[src/rtl/grid_render_pkg.sv]
// grid_render_pkg: geometry defaults, colour constants and shared types for the grid renderer.
package grid_render_pkg;
    localparam int DEF_GRID_COLS = 10;
    localparam int DEF_GRID_ROWS = 20;
    localparam int DEF_TILE_PX   = 8;
    localparam int DEF_TILE_ID_W = 4;
    localparam int DEF_H_ACTIVE  = 640;
    localparam int DEF_V_ACTIVE  = 480;
    localparam int DEF_X_OFFSET  = 240;
    localparam int DEF_Y_OFFSET  = 80;
    localparam int DEF_RGB_W     = 8;

    localparam logic [7:0] DEF_BG_RGB    = 8'h00;
    localparam logic [7:0] DEF_EMPTY_RGB = 8'h25;
    localparam logic [7:0] DEF_LINE_RGB  = 8'h49;

    // Bits needed to hold 0..n-1, never less than one.
    function automatic int cw(input int n);
        return (n > 1) ? $clog2(n) : 1;
    endfunction

    typedef logic [31:0] coord_t;

    typedef struct packed {
        logic in_field;
        logic line;
        logic lines_en;
    } px_flags_t;
endpackage

[src/rtl/raster_counter.sv]
// raster_counter: active-area x/y position, advanced by the pixel strobe and reloaded at frame start.
module raster_counter #(
    parameter int H_ACTIVE = 640,
    parameter int V_ACTIVE = 480,
    parameter int XW       = 10,
    parameter int YW       = 9
) (
    input  logic          clk_i,
    input  logic          rst_ni,
    input  logic          px_en_i,
    input  logic          frame_start_i,
    output logic [XW-1:0] x_o,
    output logic [YW-1:0] y_o
);
    logic [XW-1:0] x_q;
    logic [YW-1:0] y_q;
    logic          x_last, y_last;

    assign x_last = x_q == XW'(H_ACTIVE - 1);
    assign y_last = y_q == YW'(V_ACTIVE - 1);

    always_ff @(posedge clk_i or negedge rst_ni) begin
        if (!rst_ni) begin
            x_q <= '0;
            y_q <= '0;
        end else if (frame_start_i) begin
            x_q <= '0;
            y_q <= '0;
        end else if (px_en_i) begin
            x_q <= x_last ? '0 : x_q + 1'b1;
            if (x_last) y_q <= y_last ? '0 : y_q + 1'b1;
        end
    end

    assign x_o = x_q;
    assign y_o = y_q;
endmodule

[src/rtl/grid_renderer.sv]
// grid_renderer: three-stage playfield renderer (cell fetch, texel fetch, colour select)
// advancing on the pixel strobe, flushed by frame_start.
module grid_renderer
    import grid_render_pkg::*;
#(
    parameter int GRID_COLS = DEF_GRID_COLS,
    parameter int GRID_ROWS = DEF_GRID_ROWS,
    parameter int TILE_PX   = DEF_TILE_PX,
    parameter int TILE_ID_W = DEF_TILE_ID_W,
    parameter int H_ACTIVE  = DEF_H_ACTIVE,
    parameter int V_ACTIVE  = DEF_V_ACTIVE,
    parameter int X_OFFSET  = DEF_X_OFFSET,
    parameter int Y_OFFSET  = DEF_Y_OFFSET,
    parameter int RGB_W     = DEF_RGB_W,
    parameter logic [RGB_W-1:0] BG_RGB    = RGB_W'(DEF_BG_RGB),
    parameter logic [RGB_W-1:0] EMPTY_RGB = RGB_W'(DEF_EMPTY_RGB),
    parameter logic [RGB_W-1:0] LINE_RGB  = RGB_W'(DEF_LINE_RGB),
    localparam int GA_W = cw(GRID_COLS * GRID_ROWS),
    localparam int TW   = $clog2(TILE_PX),
    localparam int TA_W = TILE_ID_W + 2 * TW
) (
    input  logic             clk_i,
    input  logic             rst_ni,
    input  logic             px_en_i,
    input  logic             frame_start_i,
    input  logic             lines_en_i,
    input  logic [7:0]       grid_data_i,
    input  logic [RGB_W-1:0] tile_data_i,
    output logic [GA_W-1:0]  grid_addr_o,
    output logic [TA_W-1:0]  tile_addr_o,
    output logic [RGB_W-1:0] pixel_rgb_o,
    output logic             pixel_valid_o
);
    localparam int     XW   = cw(H_ACTIVE);
    localparam int     YW   = cw(V_ACTIVE);
    localparam coord_t X_LO = coord_t'(X_OFFSET);
    localparam coord_t X_HI = coord_t'(X_OFFSET + GRID_COLS * TILE_PX);
    localparam coord_t Y_LO = coord_t'(Y_OFFSET);
    localparam coord_t Y_HI = coord_t'(Y_OFFSET + GRID_ROWS * TILE_PX);

    logic [XW-1:0]        x;
    logic [YW-1:0]        y;
    coord_t               dx, dy;
    logic                 in_field;
    logic [GA_W-1:0]      addr_d;
    logic [RGB_W-1:0]     rgb_d;
    logic [GA_W-1:0]      grid_addr_q;
    logic [TW-1:0]        sub_x_q, sub_y_q;
    px_flags_t            f0_q, f1_q;
    logic                 v0_q, v1_q;
    logic [TA_W-1:0]      tile_addr_q;
    logic [TILE_ID_W-1:0] id1_q;
    logic [RGB_W-1:0]     pixel_rgb_q;
    logic                 pixel_valid_q;
    logic                 unused_hi;

    raster_counter #(
        .H_ACTIVE(H_ACTIVE),
        .V_ACTIVE(V_ACTIVE),
        .XW      (XW),
        .YW      (YW)
    ) u_raster (
        .clk_i        (clk_i),
        .rst_ni       (rst_ni),
        .px_en_i      (px_en_i),
        .frame_start_i(frame_start_i),
        .x_o          (x),
        .y_o          (y)
    );

    // Offsets wrap when left of / above the field; only consumed once in_field holds.
    assign dx       = coord_t'(x) - X_LO;
    assign dy       = coord_t'(y) - Y_LO;
    assign in_field = coord_t'(x) >= X_LO && coord_t'(x) < X_HI &&
                      coord_t'(y) >= Y_LO && coord_t'(y) < Y_HI;
    assign addr_d   = GA_W'((dy >> TW) * GRID_COLS + (dx >> TW));

    assign rgb_d = !f1_q.in_field                 ? BG_RGB    :
                   (f1_q.lines_en && f1_q.line)  ? LINE_RGB  :
                   (id1_q == '0)                 ? EMPTY_RGB : tile_data_i;

    assign unused_hi = ^(grid_data_i >> TILE_ID_W);

    always_ff @(posedge clk_i or negedge rst_ni) begin
        if (!rst_ni) begin
            grid_addr_q   <= '0;
            sub_x_q       <= '0;
            sub_y_q       <= '0;
            f0_q          <= '0;
            v0_q          <= 1'b0;
            tile_addr_q   <= '0;
            id1_q         <= '0;
            f1_q          <= '0;
            v1_q          <= 1'b0;
            pixel_rgb_q   <= '0;
            pixel_valid_q <= 1'b0;
        end else if (frame_start_i) begin
            v0_q          <= 1'b0;
            v1_q          <= 1'b0;
            pixel_valid_q <= 1'b0;
        end else begin
            pixel_valid_q <= px_en_i && v1_q;
            if (px_en_i) begin
                if (in_field) grid_addr_q <= addr_d;
                sub_x_q     <= dx[TW-1:0];
                sub_y_q     <= dy[TW-1:0];
                f0_q        <= '{in_field, dx[TW-1:0] == '0 || dy[TW-1:0] == '0, lines_en_i};
                v0_q        <= 1'b1;
                tile_addr_q <= {grid_data_i[TILE_ID_W-1:0], sub_y_q, sub_x_q};
                id1_q       <= grid_data_i[TILE_ID_W-1:0];
                f1_q        <= f0_q;
                v1_q        <= v0_q;
                if (v1_q) pixel_rgb_q <= rgb_d;
            end
        end
    end

    assign grid_addr_o   = grid_addr_q;
    assign tile_addr_o   = tile_addr_q;
    assign pixel_rgb_o   = pixel_rgb_q;
    assign pixel_valid_o = pixel_valid_q;
endmodule

[config.mk]
export PLATFORM = sky130hd
export DESIGN_NAME = grid_renderer
export DESIGN_NICKNAME = d
export VERILOG_FILES = /design/src/rtl/grid_render_pkg.sv /design/src/rtl/raster_counter.sv /design/src/rtl/grid_renderer.sv
export SDC_FILE = /design/constraint.sdc
export NUM_CORES = 1
export LEC_CHECK = 0
export ABC_AREA = 0
export CORE_ASPECT_RATIO = 0.7
export CORE_MARGIN = 4
export CORE_UTILIZATION = 58
export CTS_CLUSTER_SIZE = 28
export DETAILED_ROUTE_END_ITERATION = 8
export GPL_TIMING_DRIVEN = 0
export PLACE_DENSITY = 0.86
export SYNTH_ARGS = -nofsm -noshare
export SYNTH_HDL_FRONTEND = slang
export SYNTH_SLANG_ARGS = --single-unit
[constraint.sdc]
create_clock -name clk_i -period 5.25 [get_ports clk_i]
set_input_delay 1.05 -clock clk_i [delete_from_list [all_inputs] [get_ports clk_i]]
set_output_delay 1.05 -clock clk_i [all_outputs]
set_load 0.005 [all_outputs]
Word-level counts from Yosys, hierarchy flattened
Index checks and enable logic that the tools add are counted.
{"block": "word_totals", "regBits": 64, "in_bits": 21, "out_inout_bits": 27, "elab_cells": 60}
{"block": "classes", "n_addsub": 5, "multipliers": 1, "magnitude_cmp": 4, "n_eq_ne": 2, "n_mux": 15, "bitwise_logic": 1, "n_reduce_logical": 15}
{"operator": "2-to-1 mux 9 bit", "n": 4}
{"operator": "2-to-1 mux 10 bit", "n": 3}
{"operator": "multiplier 29 x 3 -> 7 bit (second input constant)", "n": 1}
{"operator": "2-to-1 mux 8 bit", "n": 3}
{"operator": "subtractor 10 x 8 -> 11 bit (second input constant)", "n": 1}
{"operator": "adder 10 x 1 -> 10 bit (second input constant)", "n": 1}
{"operator": "equality test 10 bit (second input constant)", "n": 1}
{"operator": ">= comparator 10 x 8 -> 1 bit (second input constant)", "n": 1}
{"operator": "less-than comparator 10 x 9 -> 1 bit (second input constant)", "n": 1}
{"operator": "subtractor 9 x 7 -> 10 bit (second input constant)", "n": 1}
{"operator": "adder 9 x 1 -> 9 bit (second input constant)", "n": 1}
{"operator": "equality test 9 bit (second input constant)", "n": 1}
{"operator": ">= comparator 9 x 7 -> 1 bit (second input constant)", "n": 1}
{"operator": "less-than comparator 9 x 8 -> 1 bit (second input constant)", "n": 1}
{"operator": "adder 8 bit", "n": 1}
{"operator": "zero test 3 bit", "n": 2}
{"operator": "AND reduction 3 bit", "n": 2}
{"operator": "logical AND 1 bit", "n": 5}
{"operator": "2-to-1 mux 1 bit", "n": 5}
{"operator": "zero test 4 bit", "n": 1}
{"operator": "AND reduction 2 bit", "n": 2}
{"operator": "nonzero test 2 bit", "n": 2}
{"operator": "logical OR 1 bit", "n": 1}
{"operator": "NOT 1 bit", "n": 1}

Longest topological paths before layout
{"block": "logic_depth", "depth_word": 5, "mapped_depth": 13}

By module
From an unflattened synthesis, not the netlist that was laid out.
{"block": "hier_totals", "cells_unflattened": 336, "area_unflattened_um2": 3240.6}
{"module": "grid_renderer", "n_inst": 1, "cells_each": 225, "area_per_inst_um2": 2174.6, "seq_area_each_um2": 1026.0}
{"module": "raster_counter", "n_inst": 1, "cells_each": 111, "area_per_inst_um2": 1066.0, "seq_area_each_um2": 475.5}

Least setup slack after synthesis
No wires, ideal clock.
{"block": "synth_timing", "path_type": "flip-flop to flip-flop", "from": "reg u_raster.y_q[4] (netlist: u_raster.y_o[4])", "to": "reg grid_addr_q[7] (netlist: grid_addr_o[7])", "setup_ns": 0.070, "arrival_time_ns": 2.793, "required_ns": 5.180, "path_slack_ns": 2.387, "path_stages_with_launch": 13, "path_buffers": 0, "period_less_slack_ns": 2.863, "cell_sequence": "dfrtp_1 -> inv_1 -> ha_1 -> xnor2_1 -> ha_1 -> ha_1 -> fa_1 -> xor2_1 -> ha_1 -> nand2_1 -> a21o_1 -> a211o_1 -> nand3_1"}
{"block": "synth_between", "elab_chain_cells": 4}
{"item": "start, declared", "line": "raster_counter.sv:16", "text": "logic [YW-1:0] y_q;"}
{"item": "start signal, assigned", "line": "raster_counter.sv:31", "text": "if (x_last) y_q <= y_last ? '0 : y_q + 1'b1;"}
{"item": "branches (longest 4 deep; another with multiplier 29 x 3 -> 7 bit)"}
{"item": "end signal, assigned", "line": "grid_renderer.sv:104", "text": "if (in_field) grid_addr_q <= addr_d;"}
{"item": "end, declared", "line": "grid_renderer.sv:47", "text": "logic [GA_W-1:0] grid_addr_q;"}
Several ways; the timed one is not identified.
A chain may end at the register's enable or synchronous reset.

Worst setup path in the final report
Ends and elaborated chain as after synthesis.

==> out/results.tsv <==
metric	value	unit
status	finished, final reports clean	
crit_fanout	7	
seqPwrFrac	0.510	
dieArea	6835	µm²
r2r-end	grid_addr_o[7]	
reg2reg_depth	12	
yosys.area.top_type	dfrtp_1	
viasPerCell	5.469	
post_cts_resized	0	
cp_common_cell	ha_1	
fin_crit_sh	0.6205	
postCtsSetupRepairBufs	0	
tritoncts	done	
synth_top_family_by_area	simple AND/OR/NAND/NOR gates	
synth.distinct_cells	48	
clkPwrFrac	0.388	
die_h	70.38	µm
portBuffers	41	
synthTopCellsByArea	dfrtp_1 47%, nand2_1 9.1%, ha_1 8.1%	
synth_fp_nets	388	
synth_cells	344	
post-route-util	0.7372	
switchingPower	0.2418	mW
clock_sinks	60	
place.gp.congestion	0.8254	
core	5313	µm²
ys_seq_elements	60	
placed_cells	458	
place_ws	2069	ps
max_freq	307.0	MHz
cp-end-kind	flip-flop	
switching_share	0.2528	
hpwlAfterDp	5.156	mm
path_cells	inv_1, ha_1, xnor2_1, ha_1, ha_1, fa_1, xor2_1, ha_1, nand2_1, a21o_1, a211o_1, nand3_1	
first_pass_iters	4	
ctsHoldBuffers	0	
drtIter0Drc	213	
required	5530	ps
slowest_stage	dfrtp_1	
clkLatencyLatePin	340	ps
min_path_type	reg -> reg	
critPathMaxStageDelay	530	ps
reg2reg_from	u_raster.y_o[4]	
criticalPathCategory	reg -> reg	
finalHoldViolations	0	
ys_warn_count	0	
drt-total-wl	6.918	mm
rsz0062_at_grt	no	
synthesis.area	3224	µm²
p_comb_frac	0.102	
slew-limit-headroom	0.5099	
n_antenna_cell	0	
skew	6.046	ps
yosys.area_share.simple	0.1917	
fill_cells	388	
wl_per_cell	14.63	µm
min_from	tile_addr_o[5]	
fin_setup_tns	0	ps
maxCapViolCount	0	
synthFlopType	dfrtp_1	
stdcell_count	473	
yosysTopAreaCellShare	0.4657	
min_period	3258	ps
grt_pass1_vias	2502	
p_leak	1.864	nW
async_flop_share	1.000	
grt_pass1_wl	12.01	mm
fp-row-count	22	
drv_slew	0	
path_buf_inv	1	
drc	0	
syn_area_per_cell	9.373	µm²
min_to	tile_addr_o[5]	
ir_drop	0.1528	mV
setup_viol_count_final	0	
synth-compound-area-share	0.1273	
setup.reg_to_reg.worst_slack	1990	ps
worst_pin_slew	735.2	ps
clk_pin_slew	70	ps
area_growth	21.46	%
drive_gt1_frac	0.06983	
worstPathArrival	3540	ps
power-per-cell-area	244.3	nW/µm²
synth_xor_area_frac	0.05860	
final_nets	441	
start_util	0.6069	
power.internal	0.7148	mW
io_pins	48	
grt.overflow.total	0	
cts_buffer_depth	2	
die_x	97.12	µm
min_delay_path_depth	2	
grt_antenna_before_repair	0	
fin_ws	1992	ps
grt_max_degree	43	
grt_use_total	0.2219	
synth_edf_count	0	
cts_root_buffer	clkbuf_8	
htree_levels	3	
synth_seq_area_share	0.4657	
numCtsBuffers	9	
yosys.area_share.adder	0.09391	
ant_nets	0	
via_count	2587	
crit_family	adder cells	
synth.area.mux_share	0.02134	
critPathLaunchType	flip-flop	
[worst max path at each step]
stage,from,to,slack (ps),cells past startpoint
final,u_raster.y_o[4],grid_addr_o[7],1990,12
after global routing,u_raster.y_o[4],grid_addr_o[7],1840,12
after CTS,u_raster.y_o[4],grid_addr_o[7],2030,12
after detailed placement,u_raster.y_o[4],grid_addr_o[7],2070,12
after global placement,rst_ni,tile_addr_o[6],1200,1
after floorplan,u_raster.y_o[4],grid_addr_o[7],2390,12
[stage by stage]
stage          instance area, µm²  hold WS [ps]  total power, mW
4_1_cts                      3916         471.5           0.9651
5_1_grt                      3916         495.6            1.000
3_3_place_gp                 3725         448.4           0.5886
6_report                     3916         470.3           0.9566
3_5_place_dp                 3740         457.8           0.5949
2_1_floorplan                3224         437.4           0.5450
[cells in the mapped netlist (2+ instances only)]
cell      number
nand2_1       78
dfrtp_1       60
o21ai_0       28
ha_1          21
inv_1         18
nor2_1        17
a21oi_1       13
clkbuf_1      11
xor2_1        10
xnor2_1        9
nand3_1        7
nand4_1        6
a21o_1         5
and3_1         5
nor2b_1        5
a22o_1         3
and2_1         3
mux2_2         3
nor4_1         3
o31ai_1        3
a31oi_1        2
a32o_1         2
buf_2          2
fa_1           2
mux2i_1        2
nor3_1         2
or2_2          2
or4_1          2
[layout make-up]
cell class	instances	area [µm²]	share of cell area
sequential	60	1501	0.3834
buffer	15	66.31	0.01693
inverter	18	67.56	0.01725
multi-input combinational	251	1589	0.4057
timing repair buffer	42	425.4	0.1086
clock buffer	11	151.4	0.03866
clock inverter	4	25.02	0.006390
tap	72	90.09	0.02300
[cell usage in the layout, fill, tap and decap left out, types with 5 or more instances in the layout]
cell and count:
o21ai_0 28, nand2_1 78, nor2_1 17, xor2_1 10, inv_1 18, clkdlybuf4s50_1 40, and3_1 5, dfrtp_1 60
nand3_1 7, xnor2_1 9, a21o_1 5, a21oi_1 13, nand4_1 6, clkbuf_8 11, clkbuf_1 11, nor2b_1 5
ha_1 21
[cells by family (layout without fill, tap and decap cells)]
logic type	after synthesis	after routing
DFF	60	60
xor gates and xnor gates	20	20
muxes	6	6
adders and majority gates	23	23
and+or+nand+nor	136	136
buffers and inverters	33	90
AOI/OAI and AO/OA	66	66
[power by group through the flow]
stage | Combinational [mW] | Sequential, mW | Clock [mW]
final | 0.0977 | 0.488 | 0.371
after global routing | 0.112 | 0.490 | 0.398
after CTS | 0.0986 | 0.488 | 0.378
after detailed placement | 0.0980 | 0.497 | 0
after global placement | 0.0931 | 0.495 | 0
after floorplan | 0.0502 | 0.495 | 0
[worst register-to-register path, delay by kind of cell, from the launching register on]
kind                     cells  cell delay (ps)
adder cells (fa/ha/maj)      5             1500
flip-flops                   1              530
AO/OA/AOI/OAI                2              420
XOR/XNOR                     2              400
buffers and inverters        1              200
AND/OR/NAND/NOR              2              140
[routing by layer]
layer	track usage	share of wire	vias up
met2	0.3226	0.44	61
met5	0	0	-
met1	0.3233	0.49	1241
met3	0.05289	0.059	7
met4	0.07944	0.010	0
li1	-	-	1278
[flip-flops by register name (all words and copies together), names as in the netlist]
signal	cells
f0_q	3
f1_q	3
grid_addr_o	8
pixel_rgb_o	8
pixel_valid_o	1
sub_x_q	3
sub_y_q	3
tile_addr_o	10
u_raster.x_o	10
u_raster.y_o	9
v0_q	1
v1_q	1
(Power assumes the default switching activity.)
==> RTL change 1 (same settings) <==
Reset style: synchronous (`rst_ni`), changed in 2 clocked blocks.
--- a/src/rtl/raster_counter.sv
+++ b/src/rtl/raster_counter.sv
@@ -20,5 +20,5 @@
     assign y_last = y_q == YW'(V_ACTIVE - 1);
 
-    always_ff @(posedge clk_i or negedge rst_ni) begin
+    always_ff @(posedge clk_i) begin
         if (!rst_ni) begin
             x_q <= '0;
--- a/src/rtl/grid_renderer.sv
+++ b/src/rtl/grid_renderer.sv
@@ -82,5 +82,5 @@
     assign unused_hi = ^(grid_data_i >> TILE_ID_W);
 
-    always_ff @(posedge clk_i or negedge rst_ni) begin
+    always_ff @(posedge clk_i) begin
         if (!rst_ni) begin
             grid_addr_q   <= '0;
Behaviour: differs if rst_ni is asserted again (counterexample within 4 cycles, from zero or initial values and one cycle with rst_ni low); with rst_ni held inactive, the same outputs for 10 cycles.
==> RTL change 1 against the unedited design <==
- cell area down 5.9%
- critical endpoint is now grid_addr_o[6]
- via count is 0.46% lower
- largest cell class unchanged
- sequential cell count unchanged
- clock skew up 0.0015 ns
- area after synthesis decreased by 7.3%
- wire length decreased by 1.3%
- die area down 6.6%
- worst setup slack lost 0.072 ns
Power is not compared: it rests on default switching activity, and its combinational part moved more than twofold at a synthesized area within 25%.
==> RTL change 1: results (changes against the unedited design) <==
status finished, final reports clean; Synth top cells by count dfxtp_1 (60), nand2_1 (51), nor2_1 (49); initial antenna violation count 0 (unchanged); number of fill cells 366 (-5.7%); Syn Nets 402 (+3.6%); global placement routability congestion 0.865 (+4.7%); layout cells sized above 1 6.04% (-0.94 points); Slew Limit Fails 0 (unchanged); largest net degree at the start of global routing 11 (-74%); # diodes 0 (unchanged); Final nets 455 (+3.2%); clock transition at the registers of the reported paths 0.07 ns (about the same); main flop type after synthesis dfxtp_1; cts repair resizes 0 (unchanged); crit path DAT 3.52 ns (-0.02 ns); min-delay worst type reg -> reg; Tot GR Track Use 23.5% (+1.3 points); clk buf depth 2 (unchanged); placed cell area 3490 sq um (-6.6%); yosys warns 0 (unchanged); Final HPWL DP 5040 um (-2.3%); total CTS buffers 9 (unchanged); Leak 1.38 nW; Max VDD drop 0.235 mV; slowest stage cell, crit path dfxtp_1; H-tree levels 3 (unchanged); first-pass GRT wire length 11600 um (-3.8%); WL/cell 14.1 um (-3.3%); Clock Latency Late Sink 0.33 ns; vias per cell 5.33 (-2.5%); Port Buf Inserts 42 (+2.4%); Post-CTS Setup Inserts 0 (unchanged); Worst path max stage delay 0.49 ns (-0.04 ns); TritonRoute pass-1 iters 5 (+1); 1st-iter DRT viols 173 (-19%); ys async rst share 0% (-100 points); top cells by area, synth dfxtp_1 (40%), ha_1 (8.8%), nand2_1 (6.4%); headroom to the max-slew limit 54.6% (+3.6 points); Clock Tree Root clkbuf_8; register area share after synthesis 40.2% (-6.4 points); fin util 75.4% (+1.7 points); Distinct cells, synth 40 (-17%); crit-path max FO 6 (-1); Fin Clk Skew 0.00757 ns (+0.00152 ns); vias in the first global route 2496 (-0.24%); Sw Ratio between 20% and 30%; CP delay by family, top adder cells
==> RTL change 1: changes by cell type in the layout (fill, tap and decap cells not counted), sizes merged, moves of 6 or more <==
cell,before,now
mux2i,2,8
dfxtp,0,60
xnor2,9,18
nand2,78,51
a21oi,13,35
o21ai,28,9
nor2,17,49
nor3,2,9
dfrtp,60,0
==> RTL change 1: final timing paths <==
kind                    from        endpoint  slack [ns]  cells after the start
max          u_raster.y_o[4]  grid_addr_o[6]        1.92                     15
max reg2reg  u_raster.y_o[4]  grid_addr_o[6]        1.92                     15
min           pixel_rgb_o[5]  pixel_rgb_o[5]        0.45                      2
min reg2reg   pixel_rgb_o[5]  pixel_rgb_o[5]        0.45                      2
==> RTL change 1: cell families after synthesis <==
logic type	count (synthesis)	synth area share [%]
AND/OR/NAND/NOR	134	19.8
AO/OA/AOI/OAI	62	12.7
flip-flops	60	40.2
buffers and inverters	40	5.40
XOR/XNOR	31	9.09
adder cells (fa/ha/maj)	23	10.1
multiplexers	8	2.68
==> RTL change 1: final cells by class <==
| type | instances | area share [%] |
|---|---|---|
| repair buffers | 42 | 11.4 |
| multi-input cells | 258 | 44.1 |
| clock inverters | 2 | 0.951 |
| plain buffers | 17 | 2.04 |
| inverters | 23 | 2.34 |
| clock buffers | 12 | 4.21 |
| well taps | 69 | 2.34 |
| flip-flops and latches | 60 | 32.6 |
==> RTL change 1: power by group through the flow <==
stage / combinational (mW) / clock, mW / sequential (mW)
floorplan: 0.0224 / 0 / 0.472
global placement: 0.0437 / 0 / 0.472
detailed placement: 0.0440 / 0 / 0.472
CTS: 0.0450 / 0.410 / 0.462
global route: 0.0499 / 0.430 / 0.463
finish: 0.0452 / 0.406 / 0.462
==> RTL change 1: per-layer routing <==
metal | vias to the layer above | GRT usage (%) | part of all wire (%)
met3 | 5 | 8.13 | 7.7
met1 | 1191 | 30.3 | 47
met2 | 89 | 38.0 | 45
li1 | 1290 | - | -
met5 | - | 0 | 0
met4 | 0 | 5.77 | 0.75
==> RTL change 1: stage by stage <==
| step | hold WS [ns] | setup WS [ns] | std cells | power [mW] |
|---|---|---|---|---|
| global route | 0.473 | 1.74 | 483 | 0.943 |
| CTS | 0.454 | 1.92 | 483 | 0.917 |
| floorplan | 0.429 | 2.38 | 358 | 0.494 |
| finish | 0.451 | 1.92 | 483 | 0.913 |
| global placement | 0.439 | 2.06 | 469 | 0.516 |
| detailed placement | 0.442 | 1.95 | 469 | 0.516 |
==> RTL change 2 (same flow settings) <==
Without the edit above. `DEF_H_ACTIVE`: 640 -> 1280.
--- a/src/rtl/grid_render_pkg.sv
+++ b/src/rtl/grid_render_pkg.sv
@@ -5,5 +5,5 @@
     localparam int DEF_TILE_PX   = 8;
     localparam int DEF_TILE_ID_W = 4;
-    localparam int DEF_H_ACTIVE  = 640;
+    localparam int DEF_H_ACTIVE  = 1280;
     localparam int DEF_V_ACTIVE  = 480;
     localparam int DEF_X_OFFSET  = 240;
Behaviour: same outputs for any inputs over 10 cycles, from zero or initial values and one cycle with rst_ni low; that may be too few to reach the edited logic, so the function may still have changed.
==> RTL change 2 against the unedited design <==
- clock power up 36%
- sequential power up 2%
- area after synthesis up 3.4%
- worst setup slack worse by 0.11 ns
- synthesized cell count up 0.29%
- non-clock buffer count up 3
- utilization up 2.2 points
- worst hold slack worse by 0.0030 ns
- wire length up 8.2%
- cell area up 4.6%
- sequential cell count up 1
- power up 13%
- largest cell class unchanged
==> RTL change 2: results (changes against the unedited design) <==
Cells after Synth 345 (+0.29%); Clock Latency Late Sink between 0.3 and 0.4 ns; 1st-iter DRT viols 162 (-24%); register area share after synthesis 45.8% (-0.77 points); Syn Nets 389 (+0.26%); hold wc startpoint sub_y_q[1]; vias per cell 5.51 (+0.75%); met3 usage 6.32% (+1.0 points); met2 Track Usage GR 35.5% (+3.2 points); final wirelength 7480 um (+8.2%); yosys warns 0 (unchanged); placed insts 460 (+0.44%); dpl ws 1.99 ns (-0.0807 ns); headroom to the max-slew limit 60.1% (+9.1 points); Post-Synth XOR/XNOR Area 6.98% (+1.1 points); Synth top cells by count nand2_1 (73), dfrtp_1 (61), o21ai_0 (23); Distinct cells, synth 48 (unchanged); Leak 1.98 nW (+6.4%); global placement routability congestion 0.886 (+7.3%); min-delay worst type reg -> reg; crit-path max FO 8 (+1); met1 usage 32.5% (+0.15 points); cts repair resizes 0 (unchanged); placed cell area 3860 sq um (+3.2%); first-pass GRT wire length 13000 um (+8.4%); adder and majority gate portion of the synthesized area 9.08% (-0.31 points); Compound-Gate Fraction of Synth Area 11.6% (-1.2 points); layout cells sized above 1 8.91% (+1.9 points); multiplexer area fraction after synthesis 2.89% (+0.76 points); Final HPWL DP 5530 um (+7.2%); status finished, final reports clean; Port Buf Inserts 42 (+2.4%); largest net degree at the start of global routing 37 (-14%); final cell count without fillers 476 (+0.63%)
==> RTL change 2: changes by cell type after synthesis, moves of 3 or more <==
| cell | change |
|---|---|
| mux2_1 | +4 |
| xor2_1 | +3 |
| a21oi_1 | -3 |
| nand2_1 | -5 |
| nand3_1 | -4 |
| clkbuf_1 | -5 |
| o21ai_0 | -5 |
| buf_2 | +5 |
| nor2_1 | +3 |
==> RTL change 2: stage by stage <==
step	util (%)	hold slack, ns
global placement	71.2	0.451
CTS	76.0	0.470
detailed placement	71.5	0.451
global route	76.0	0.487
floorplan	-	0.437
finish	76.0	0.467
==> RTL change 2: cell families (layout without fill, tap and decap cells) <==
kind of cell / after synthesis / in the layout
compound gates: 57 / 57
flops: 61 / 61
mux: 9 / 9
fa+ha+maj: 23 / 23
xor+xnor: 25 / 25
buf+inv: 37 / 96
simple gates: 133 / 133
==> RTL change 2: worst max-delay path, stage by stage (launching register included) <==
cell and delay, ns:
dfrtp_1 0.59, inv_1 0.21, ha_1 0.27, xnor2_1 0.26, ha_1 0.29, ha_1 0.22, fa_1 0.38, xor2_1 0.17
ha_1 0.33, nand2_1 0.07, a21oi_1 0.19, nand4bb_1 0.17, o221ai_2 0.09
==> RTL change 2: per-layer routing <==
layer  vias up  routed length (um)
met5         -                   0
met4         0                 140
met3        13                 414
met2        71                3460
met1      1262                3470
li1       1277                   -
==> RTL change 2: worst paths after layout <==
kind                                   to  slack, ns  depth (start not counted)
max reg2reg                grid_addr_o[7]       1.89                         12
min                        tile_addr_o[4]       0.47                          2
min reg2reg                tile_addr_o[4]       0.47                          2
max in group asynchronous         f1_q[1]       3.95                          2
min in group asynchronous  tile_addr_o[4]       0.71                          1
max                        grid_addr_o[7]       1.89                         12
==> RTL change 2: power breakdown <==
group | switching [mW] | internal [mW]
Combinational | 0.0423 | 0.0353
Sequential | 0.0116 | 0.485
Clock | 0.191 | 0.315
Total | 0.244 | 0.835
==> RTL change 2: final cells by class <==
| cell class | instances | area [sq um] |
|---|---|---|
| flip-flops and latches | 61 | 1530 |
| well taps | 72 | 90.1 |
| multi-input cells | 247 | 1640 |
| repair buffers | 43 | 435 |
| plain buffers | 17 | 88.8 |
| clock buffers | 10 | 128 |
| inverters | 20 | 75.1 |
| clock inverters | 6 | 111 |
| fillers | 385 | 1300 |
